[src/rtl/imem_loader_pkg.sv]
// imem_loader_pkg: shared state encoding and stream framing constants for the instruction RAM loader.
package imem_loader_pkg;

    typedef enum logic [2:0] {
        S_IDLE,
        S_LEN,
        S_DATA,
        S_WRITE,
        S_CSUM,
        S_DONE,
        S_ERR
    } state_t;

    localparam int HDR_BYTES  = 4;
    localparam int WORD_BYTES = 4;

endpackage

[src/rtl/imem_word_packer.sv]
// imem_word_packer: packs an LSB-first byte stream into 32-bit words.
// o_word is the word that completes on the current accepted byte; o_word_ready flags that byte.
module imem_word_packer
    import imem_loader_pkg::*;
(
    input  logic        clk,
    input  logic        rst,
    input  logic        i_clr,
    input  logic        i_accept,
    input  logic [7:0]  i_byte,
    output logic [31:0] o_word,
    output logic        o_word_ready
);

    logic [23:0] r_shift;
    logic [1:0]  r_cnt;

    // Only three bytes are stored; the fourth comes straight from the input so the word is ready on the accept edge.
    assign o_word       = {i_byte, r_shift};
    assign o_word_ready = i_accept && (r_cnt == 2'(WORD_BYTES - 1));

    always_ff @(posedge clk) begin
        if (rst || i_clr) begin
            r_shift <= '0;
            r_cnt   <= '0;
        end else if (i_accept) begin
            r_shift <= {i_byte, r_shift[23:8]};
            r_cnt   <= r_cnt + 2'd1;
        end
    end

endmodule

[src/rtl/imem_loader.sv]
// imem_loader: boot-time loader streaming a length-prefixed image into instruction RAM while holding the core.
// Optional trailing checksum stage is built when IMEM_LOADER_CHECKSUM_EN is defined.
module imem_loader
    import imem_loader_pkg::*;
#(
    parameter int w     = 32,
    parameter int DEPTH = 2048
) (
    input  logic         clk,
    input  logic         rst,
    input  logic         start,
    input  logic [7:0]   byte_data,
    input  logic         byte_valid,
    output logic         byte_ready,
    output logic         is_write,
    output logic [w-1:0] im_addr,
    output logic [w-1:0] im_inst,
    output logic         core_hold,
    output logic         load_done,
    output logic         load_err
);

    localparam int IW = $clog2(DEPTH + 1);

`ifdef IMEM_LOADER_CHECKSUM_EN
    localparam state_t S_FIN = S_CSUM;
`else
    localparam state_t S_FIN = S_DONE;
`endif

    state_t        r_state;
    state_t        w_next;
    logic [IW-1:0] r_idx;
    logic [31:0]   r_len;
    logic [w-1:0]  r_addr;
    logic [w-1:0]  r_inst;
    logic          r_ready;
    logic          r_write;
    logic          r_hold;
    logic          r_done;
    logic          r_err;
    logic          w_accept;
    logic          w_clr;
    logic          w_more;
    logic          w_word_ready;
    logic [31:0]   w_word;

    assign w_accept = byte_valid && r_ready;
    assign w_clr    = (w_next == S_LEN) && (r_state != S_LEN);
    assign w_more   = (32'(r_idx) + 32'd1) < r_len;

    imem_word_packer u_packer (
        .clk          (clk),
        .rst          (rst),
        .i_clr        (w_clr),
        .i_accept     (w_accept),
        .i_byte       (byte_data),
        .o_word       (w_word),
        .o_word_ready (w_word_ready)
    );

`ifdef IMEM_LOADER_CHECKSUM_EN
    logic [31:0] r_sum;

    always_ff @(posedge clk) begin
        if (rst || w_clr)
            r_sum <= '0;
        else if (r_state == S_DATA && w_word_ready)
            r_sum <= r_sum + w_word;
    end
`endif

    always_comb begin
        w_next = r_state;
        case (r_state)
            S_IDLE:  w_next = start ? S_LEN : S_IDLE;
            S_LEN:   if (w_word_ready)
                         w_next = (w_word == 32'd0)       ? S_FIN :
                                  (w_word > 32'(DEPTH))   ? S_ERR : S_DATA;
            S_DATA:  w_next = w_word_ready ? S_WRITE : S_DATA;
            S_WRITE: w_next = w_more ? S_DATA : S_FIN;
`ifdef IMEM_LOADER_CHECKSUM_EN
            S_CSUM:  if (w_word_ready)
                         w_next = (w_word == r_sum) ? S_DONE : S_ERR;
`endif
            S_DONE:  w_next = start ? S_LEN : S_DONE;
            S_ERR:   w_next = start ? S_LEN : S_ERR;
            default: w_next = S_IDLE;
        endcase
    end

    // Status outputs are decoded from the next state so they are registered yet line up with the state.
    always_ff @(posedge clk) begin
        if (rst) begin
            r_state <= S_IDLE;
            r_idx   <= '0;
            r_len   <= '0;
            r_addr  <= '0;
            r_inst  <= '0;
            r_ready <= 1'b0;
            r_write <= 1'b0;
            r_hold  <= 1'b1;
            r_done  <= 1'b0;
            r_err   <= 1'b0;
        end else begin
            r_state <= w_next;
            r_ready <= w_next inside {S_LEN, S_DATA, S_CSUM};
            r_write <= w_next == S_WRITE;
            r_hold  <= w_next != S_DONE;
            r_done  <= w_next == S_DONE;
            r_err   <= w_next == S_ERR;
            if (w_clr)
                r_idx <= '0;
            else if (r_state == S_WRITE)
                r_idx <= r_idx + 1'b1;
            if (r_state == S_LEN && w_word_ready)
                r_len <= w_word;
            if (r_state == S_DATA && w_word_ready) begin
                r_inst <= w'(w_word);
                r_addr <= w'(r_idx) << 2;
            end
        end
    end

    assign byte_ready = r_ready;
    assign is_write   = r_write;
    assign im_addr    = r_addr;
    assign im_inst    = r_inst;
    assign core_hold  = r_hold;
    assign load_done  = r_done;
    assign load_err   = r_err;

endmodule

[config.mk]
export PLATFORM = sky130hd
export DESIGN_NAME = imem_loader
export DESIGN_NICKNAME = d
export VERILOG_FILES = /design/src/rtl/imem_loader_pkg.sv /design/src/rtl/imem_word_packer.sv /design/src/rtl/imem_loader.sv
export SDC_FILE = /design/constraint.sdc
export NUM_CORES = 1
export LEC_CHECK = 0
export CAP_MARGIN = 20
export CORE_UTILIZATION = 50
export CTS_BUF_LIST = sky130_fd_sc_hd__clkbuf_4 sky130_fd_sc_hd__clkbuf_8 sky130_fd_sc_hd__clkbuf_16
export DETAILED_ROUTE_END_ITERATION = 10
export GPL_TIMING_DRIVEN = 0
export PLACE_DENSITY = 0.75
export SYNTH_ARGS = -nofsm -noshare
export SYNTH_HDL_FRONTEND = slang
export SYNTH_SLANG_ARGS = --single-unit
[constraint.sdc]
create_clock -name clk -period 9 [get_ports clk]
set_input_delay 1.8 -clock clk [delete_from_list [all_inputs] [get_ports clk]]
set_output_delay 1.8 -clock clk [all_outputs]
set_load 0.005 [all_outputs]
Word level (Yosys, flattened, before mapping)
Cells that the tools add are included.

Register bits: 122. Input bits: 12. Output and inout port bits: 69. Word-level logic and storage cells: 50.

Add/sub/neg operators: 3. Order comparisons: 2. Equal/unequal tests: 14. Multiplexer cells: 9. Reductions and logical operators: 10.

Operators with widths (number): $gt 32x12->1 const B (1); $logic_not 32->1 (1); $lt 13x32->1 (1); $mux 3 (6); $pmux 3 s6 (1); $eq 3x3->1 const B (5); $add 12x1->13 const B (1); $add 12x1->12 const B (1); $eq 3x2->1 const B (4); $eq 3x1->1 const B (2); $logic_and 1x1->1 (5); $logic_not 3->1 (1); $ne 3x1->1 const B (1); $ne 3x3->1 const B (1); $reduce_bool 3->1 (1); $add 2x1->2 const B (1); $eq 2x2->1 const B (1); $mux 1 (2); $reduce_or 2->1 (1); $logic_or 1x1->1 (1).

Longest topological paths before layout
Gate-level depths: netlist of the first run.

Depth after elaboration: 8. Depth in mapped cells: 13. Gate-level depth less buffers: 12.

By module
Synthesis of the first run repeated with hierarchy kept, for this count alone.

Cells, all modules: 641. Area total of the unflattened synthesis: 5283.8 um^2.

By module, submodules not included: imem_loader (times used 1, cells an instance 546, area an instance 4244.1 um^2, seq. area each 1921.8 um^2); imem_word_packer (times used 1, cells an instance 95, area an instance 1039.7 um^2, seq. area each 520.5 um^2).

Worst setup path before layout of the first run
OpenSTA, ideal clock, no wires.

Path type: input-to-reg. From: input byte_data[2]. To: register r_idx[11]. Library setup time: 0.115 ns. Arrival time: 3.488 ns. Data required time: 8.885 ns. Setup slack: 5.397 ns. Stages on the path: 7. Path buffers: 1. Cell sequence: nor4_1 -> nand3_1 -> nor4b_2 -> o21ai_2 -> o41ai_4 -> buf_6 -> nor2_2.

Word-level cells in the longest chain between the ends: 8. Elaborated cells between the ends (all ways): 9. Classes of those cells: 1 x order compare; 1 x eq/ne; 4 x mux; 3 x reduce/logical.

RTL lines: from (decl) (RTL line imem_loader.sv:12) `input logic [7:0] byte_data,`; $gt 32x12->1 (RTL line imem_loader.sv:79) `(w_word > 32'(DEPTH)) ? S_ERR : S_DATA;`; $mux 3 (RTL line imem_loader.sv:79); $mux 3 (*) (RTL line imem_loader.sv:78) `w_next = (w_word == 32'd0) ? S_FIN :`; $mux 3 (*) (RTL line imem_loader.sv:77) `S_LEN: if (w_word_ready)`; $pmux 3 s6 (*) (RTL line imem_loader.sv:75) `case (r_state)`; $eq 3x1->1 (*) (RTL line imem_loader.sv:49) `assign w_clr = (w_next == S_LEN) && (r_state != S_LEN);`; $logic_and 1x1->1 (*) (RTL line imem_loader.sv:49); $reduce_or 2->1 (no line) (*); to (signal assigned) (RTL line imem_loader.sv:115) `r_idx <= r_idx + 1'b1;`; to (decl) (RTL line imem_loader.sv:33) `logic [IW-1:0] r_idx;`.

Every way passes the cells marked *; elsewhere a longest branch is shown, timed or not. A chain may end at the register's enable or synchronous reset.

Worst setup path after layout of the first run
From: input byte_data[3]. To: register u_packer.r_cnt[0].

Word-level cells in the longest chain between the ends: 8. Elaborated cells between the ends (all ways): 9. Classes of those cells: 1 x order compare; 1 x eq/ne; 4 x mux; 3 x reduce/logical.

RTL lines: $gt 32x12->1 (RTL line imem_loader.sv:79); $mux 3 (RTL line imem_loader.sv:79); $mux 3 (*) (RTL line imem_loader.sv:78); $mux 3 (*) (RTL line imem_loader.sv:77); $pmux 3 s6 (*) (RTL line imem_loader.sv:75); $eq 3x1->1 (*) (RTL line imem_loader.sv:49); $logic_and 1x1->1 (*) (RTL line imem_loader.sv:49); $logic_or 1x1->1 (*) (RTL line imem_word_packer.sv:23) `if (rst || i_clr) begin`; to (signal assigned) (RTL line imem_word_packer.sv:28) `r_cnt <= r_cnt + 2'd1;`; to (decl) (RTL line imem_word_packer.sv:16) `logic [1:0] r_cnt;`.

Marked as above.

==> metrics.md, run 1 <==
| Metric | Value |
|---|---|
| Run status | `finished clean` |
| Clk sinks | `122` |
| Detailed Route WL | `13.44 mm` |
| Count of warnings emitted by yosys | `0` |
| Count of antenna diodes in the layout | `0` |
| Final critical-path share of the clock period | `0.4679` |
| Critical path capture point type | `flop` |
| Unrepaired setup endpoints after global routing | `false` |
| Maximum level of the CTS H-tree | `4` |
| Max-slew violation count | `0` |
| Initial detailed-routing violation count | `254` |
| Clock slew at the register clock pins of the worst setup and hold paths | `0.05 ns` |
| Synthesized area per cell | `8.011 sq um` |
| Placement Rows | `37` |
| Starting density of the core | `0.5168` |
| Class of the most critical hold timing path | `reg2reg` |
| Relative area change from synthesis to final layout | `26.31%` |
| Max-capacitance violation count | `0` |
| Clock tree from TritonCTS | `yes` |
| 1st-pass router iterations | `5` |
| Total global routing track utilization | `0.2559` |
| Most used routing layer | `met2` |
| Headroom to the max-slew limit | `0.3082` |
| Cell at the root of the clock tree | `clkbuf_8` |
| Drt drc | `0` |
| Via count of the first global-routing pass | `4693` |
| Total standard cell area after synthesis | `5335 sq um` |
| Setup TNS | `0 ns` |
| Most frequent standard cell in the layout excluding fill and tap cells | `nand2_1` |
| Power density over cell area | `185.7 nW/um^2` |
| Largest net degree at the start of global routing | `17` |
| Post-detailed-placement half-perimeter wirelength | `9.587 mm` |
| Number of buffers created by CTS | `17` |
| Worst Setup Start Kind | `input port` |
| Resized Gates After CTS | `0` |
| Final std cell area, no fill | `6739 sq um` |
| Leading area contributor after synthesis | `dfxtp_1` |
| Horiz. Die Dim | `105.3 um` |
| Fraction of final layout cells sized beyond drive strength 1 | `0.1213` |
| Die Y-Extent | `105.3 um` |
| Worst-case clock buffer depth | `2` |
| Number of nets still failing antenna checks after routing | `0` |
| Top-level I/O count | `81` |
| Synth cell types | `43` |
| Hold Fails Final Rpt | `0` |
| Highest clock rate | `237.5 MHz` |
| Final estimated routing congestion in global placement | `0.8467` |
| Fin Hold WS | `0.4535 ns` |
| Met1 track demand over resource | `0.3027` |
| Core Region | `10320 sq um` |
| Largest fanout of any net on the critical path | `10` |
| Post-layout min period | `4.211 ns` |
| Share of synthesized area occupied by flip-flops and latches | `0.4578` |
| Gate Count Post-Synth | `666` |
| Number of synthesized flops with an enable pin | `0` |
| Post-DP Area | `6157 sq um` |
| Dominant synthesized flop cell | `dfxtp_1` |
| FF-to-FF path depth | `13` |
| Fin nets | `788` |
| Pin slew with the least headroom to its limit | `1.034 ns` |
| Data arrival time at the worst-slack endpoint | `4.61 ns` |
| Number of synthesized register bits | `122` |
| Static power due to leakage | `0.002320 uW` |
| GRT met2 Usage | `0.4431` |
| Leftover overflow at the end of global routing | `0` |
| Number of buffers inserted to repair setup after CTS | `0` |
| Share of Yosys cell area claimed by the top area cell type | `0.4578` |
| Required time of the worst setup path | `9.40 ns` |
| Die footprint | `11090 sq um` |
| IR Drop Worst-Case VDD | `114.1 uV` |
| Met3 track demand over resource | `0.04329` |
| Top area cells in the synthesized netlist | `dfxtp_1, nand2_1, a21oi_1, ha_1, nand3_1` |
| Worst-skew pair later-pin latency | `0.51 ns` |
| Via-per-instance ratio | `5.278` |
| Async S/R FF share, synth | `0` |
| Worst clock skew | `0.007369 ns` |
| Input/output buffers | `58` |
| Highest-count cells in the layout ignoring fill and taps | `nand2_1, dfxtp_1, a21oi_1, clkdlybuf4s50_1` |
| Routed vias | `4808` |
| Global-route wire length before repair | `22.48 mm` |
| Total setup violations reported at the end of the flow | `0` |
| Layout Utilization | `0.6528` |
| Count of cells along the worst hold path | `2` |
| WS Path Type | `in2reg` |
| Initial antenna violation count | `0` |
| Total of hold buffers inserted after clock tree synthesis | `0` |
| Post-DR wirelength/cell | `14.75 um` |
-- path summary, 6_finish.rpt --
kind / start / to / slack (ns)
max: byte_data[3] / u_packer.r_cnt[0] / 4.79
min: im_addr[10] / im_addr[10] / 0.45
max reg2reg: r_idx[0] / u_packer.r_shift[20] / 5.15
min reg2reg: im_addr[10] / im_addr[10] / 0.45
-- sequential cells by signal, summed over array words and instances (netlist names) --
register,cells
r_state,3
u_packer.r_shift,24
load_err,1
u_packer.r_cnt,2
core_hold,1
byte_ready,1
is_write,1
im_inst,32
r_idx,12
r_len,32
im_addr,12
load_done,1
-- cell type report --
cell class | count | area [sq um]
Fill cell | 877 | 3585
Inverter | 20 | 75.07
Tap cell | 136 | 170.2
Buffer | 59 | 321.6
Clock inverter | 10 | 117.6
Timing Repair Buffer | 58 | 580.6
Sequential cell | 122 | 2442
Multi-Input combinational cell | 484 | 2567
Clock buffer | 22 | 464.2
-- synthesized netlist by cell type, types with 2 or more instances --
cell	number
nand2b_1	6
nand3_1	34
inv_1	20
nor3_1	5
xnor2_1	11
o21ai_0	5
ha_1	14
nor2b_1	3
nor2_2	12
nor2_1	16
nor4_1	13
a221oi_1	2
dfxtp_1	122
buf_6	3
a21oi_2	18
xor2_1	11
buf_4	20
nand2_1	195
a21oi_1	91
buf_2	2
nand4_1	4
a21o_1	2
clkbuf_1	34
and3_1	2
nor4_4	2
and2_1	2
-- per-stage QoR --
stage / setup WS [ns] / std cells / power [uW]
CTS: 4.859 / 911 / 1256
floorplan: 5.397 / 685 / 588.4
global placement: 4.358 / 879 / 603.5
global route: 4.752 / 911 / 1285
detailed placement: 4.357 / 879 / 604.6
finish: 4.789 / 911 / 1251
-- per-layer routing --
layer	part of all wire	up-vias
met1	0.42	2239
li1	-	2372
met4	0.038	0
met2	0.50	159
met5	0	-
met3	0.042	38
-- report_power, final --
part / total [uW] / switching, uW / internal (uW)
registers: 545 / 2.95 / 542
logic: 48.6 / 30.8 / 17.8
clock network: 657 / 240 / 417
total: 1250 / 274 / 978
-- worst max-delay path, stage by stage --
cell and delay (ns):
clkdlybuf4s50_1 0.53, nor4_1 0.30, nand3_1 0.18, nor4b_2 0.44, o21ai_2 0.18, o41ai_4 0.83
buf_6 0.28, nor2_2 0.05
-- logic make-up (layout without fill, tap and decap cells) --
group           after synthesis  after routing  synth area share
flops                       122            122            0.4578
fa+ha+maj                    14             14           0.03283
compound gates              131            131            0.1501
other cells                   1             20         0.0007029
buf+inv                      79            169           0.07434
xor+xnor                     22             22           0.03612
simple gates                297            297            0.2481
No activity file was read; power rests on OpenSTA's default activity.
==> inputs of run 2 (changes only) <==
- clock period: 9 -> 3.9 ns (I/O delays scaled with it)
==> metrics.md, run 2 (synthesized netlist as in run 1, its figures left out) <==
| Metric | Value |
|---|---|
| Run status | `finished clean` |
| Worst R2R Start | `r_idx[0]` |
| Static power due to leakage | `0.002333 uW` |
| Layout Utilization | `0.6550` |
| Relative area change from synthesis to final layout | `26.74%` |
| Worst clock skew | `0.006906 ns` |
| Clock slew at the register clock pins of the worst setup and hold paths | `0.06 ns` |
| Largest fanout of any net on the critical path | `10` |
| Placement Rows | `37` |
| Endpoint of the most critical register-to-register path | `u_packer.r_shift[15]` |
| Drt drc | `0` |
| Headroom to the max-slew limit | `0.2986` |
| Die Y-Extent | `105.3 um` |
| Total of hold buffers inserted after clock tree synthesis | `0` |
| Global-route wire length before repair | `22.48 mm` |
| Number of buffers created by CTS | `17` |
| Total setup violations reported at the end of the flow | `0` |
| Count of cells along the worst hold path | `2` |
| Clk sinks | `122` |
| Clock tree from TritonCTS | `yes` |
| Class of the most critical hold timing path | `reg2reg` |
| Detailed Route WL | `13.50 mm` |
| Cell at the root of the clock tree | `clkbuf_8` |
| Final critical-path share of the clock period | `0.9432` |
| Pin slew with the least headroom to its limit | `1.048 ns` |
| Highest-count cells in the layout ignoring fill and taps | `nand2_1, dfxtp_1, a21oi_1, clkdlybuf4s50_1` |
| Initial detailed-routing violation count | `287` |
| Routed vias | `4817` |
| Worst-skew pair later-pin latency | `0.51 ns` |
| Hold wc startpoint | `im_addr[10]` |
| Fin nets | `790` |
| Input/output buffers | `58` |
| Worst Setup Start Kind | `flop` |
| Max-capacitance violation count | `0` |
| Final std cell area, no fill | `6761 sq um` |
| Worst-case clock buffer depth | `2` |
| Worst-case hold path end point | `im_addr[10]` |
| FF-to-FF path depth | `14` |
| Number of nets still failing antenna checks after routing | `0` |
| Hold Fails Final Rpt | `0` |
| Initial antenna violation count | `0` |
| Post-layout min period | `3.678 ns` |
| Critical path capture point type | `flop` |
| Highest clock rate | `271.9 MHz` |
| Core Region | `10320 sq um` |
| Post-DP Area | `6157 sq um` |
| Power density over cell area | `427.8 nW/um^2` |
| Total global routing track utilization | `0.2559` |
| Post-detailed-placement half-perimeter wirelength | `9.587 mm` |
| Starting density of the core | `0.5168` |
| Data arrival time at the worst-slack endpoint | `4.13 ns` |
| Count of antenna diodes in the layout | `0` |
| Via count of the first global-routing pass | `4693` |
| 1st-pass router iterations | `6` |
| Leftover overflow at the end of global routing | `0` |
| IR Drop Worst-Case VDD | `262.6 uV` |
| R2r setup slk | `0.22 ns` |
| Maximum level of the CTS H-tree | `4` |
| Post-DR wirelength/cell | `14.79 um` |
| Largest net degree at the start of global routing | `17` |
| Max-slew violation count | `0` |
| Top-level I/O count | `81` |
| Fin Hold WS | `0.4535 ns` |
| Required time of the worst setup path | `4.35 ns` |
| WS Path Type | `reg2reg` |
| Setup TNS | `0 ns` |
| Horiz. Die Dim | `105.3 um` |
| Fraction of final layout cells sized beyond drive strength 1 | `0.1248` |
| Number of filler cells placed in the layout | `872` |
| Total power of the final layout | `2893 uW` |
| Most frequent standard cell in the layout excluding fill and tap cells | `nand2_1` |
| Via-per-instance ratio | `5.276` |
| Final estimated routing congestion in global placement | `0.8467` |
| Die footprint | `11090 sq um` |
## run 2: changes by cell type in the layout (fill, tap and decap cells not counted), sizes merged
| cell | previous run | this run |
|---|---|---|
| buf | 25 | 27 |
## run 2: metrics by stage
step | instances | setup slack, ns
floorplan | 685 | 0.7194
global placement | 879 | 0.2167
detailed placement | 879 | 0.1123
CTS | 911 | 0.07100
global route | 913 | -0.007538
finish | 913 | 0.2216
## run 2: final cells by class
class,instances,area (sq um),share of cell area
buffer,59,321.6,0.04756
timing repair buffer,60,595.6,0.08808
multi-input combinational,484,2575,0.3808
inverter,20,75.07,0.01110
tap,136,170.2,0.02517
clock buffer,22,464.2,0.06865
sequential,122,2442,0.3612
clock inverter,10,117.6,0.01739
## run 2: critical path, cell delays in order (launching register included)
cell	delay, ns
dfxtp_1	0.43
ha_1	0.24
and3_1	0.27
nand3_1	0.20
nor2_1	0.32
nand3_1	0.15
xnor2_1	0.20
ha_1	0.25
and3_1	0.19
a221o_1	0.37
o32ai_2	0.37
o41ai_4	0.13
buf_4	0.20
buf_6	0.17
a21oi_2	0.11
## run 2: worst max path at each step
stage	startpoint	end	slack [ns]	depth (start not counted)
detailed placement	r_idx[0]	u_packer.r_shift[20]	0.11	13
global route	r_idx[0]	u_packer.r_shift[15]	-0.008	14
floorplan	r_idx[0]	u_packer.r_shift[22]	0.72	12
CTS	r_idx[0]	u_packer.r_shift[15]	0.07	13
finish	r_idx[0]	u_packer.r_shift[15]	0.22	14
global placement	r_idx[0]	u_packer.r_shift[18]	0.22	13
## run 2: what timing repair did
| action | 4_1_cts | 5_1_grt |
|---|---|---|
| resized for setup | 0 | 1 |
| endpoints found under the setup margin | 0 | 34 |
| buffers inserted | 0 | 2 |
| hold endpoints to repair | 0 | 0 |
## run 2: where the power goes
| part | switching, uW | total [uW] | internal (uW) |
|---|---|---|---|
| clock network | 556 | 1520 | 963 |
| registers | 6.67 | 1260 | 1250 |
| logic | 71.9 | 115 | 42.9 |
## run 2: metal layers
layer | GRT usage | share of wire
met1 | 0.3027 | 0.41
met3 | 0.04329 | 0.054
met2 | 0.4431 | 0.50
met4 | 0.1348 | 0.038
met5 | 0 | 0
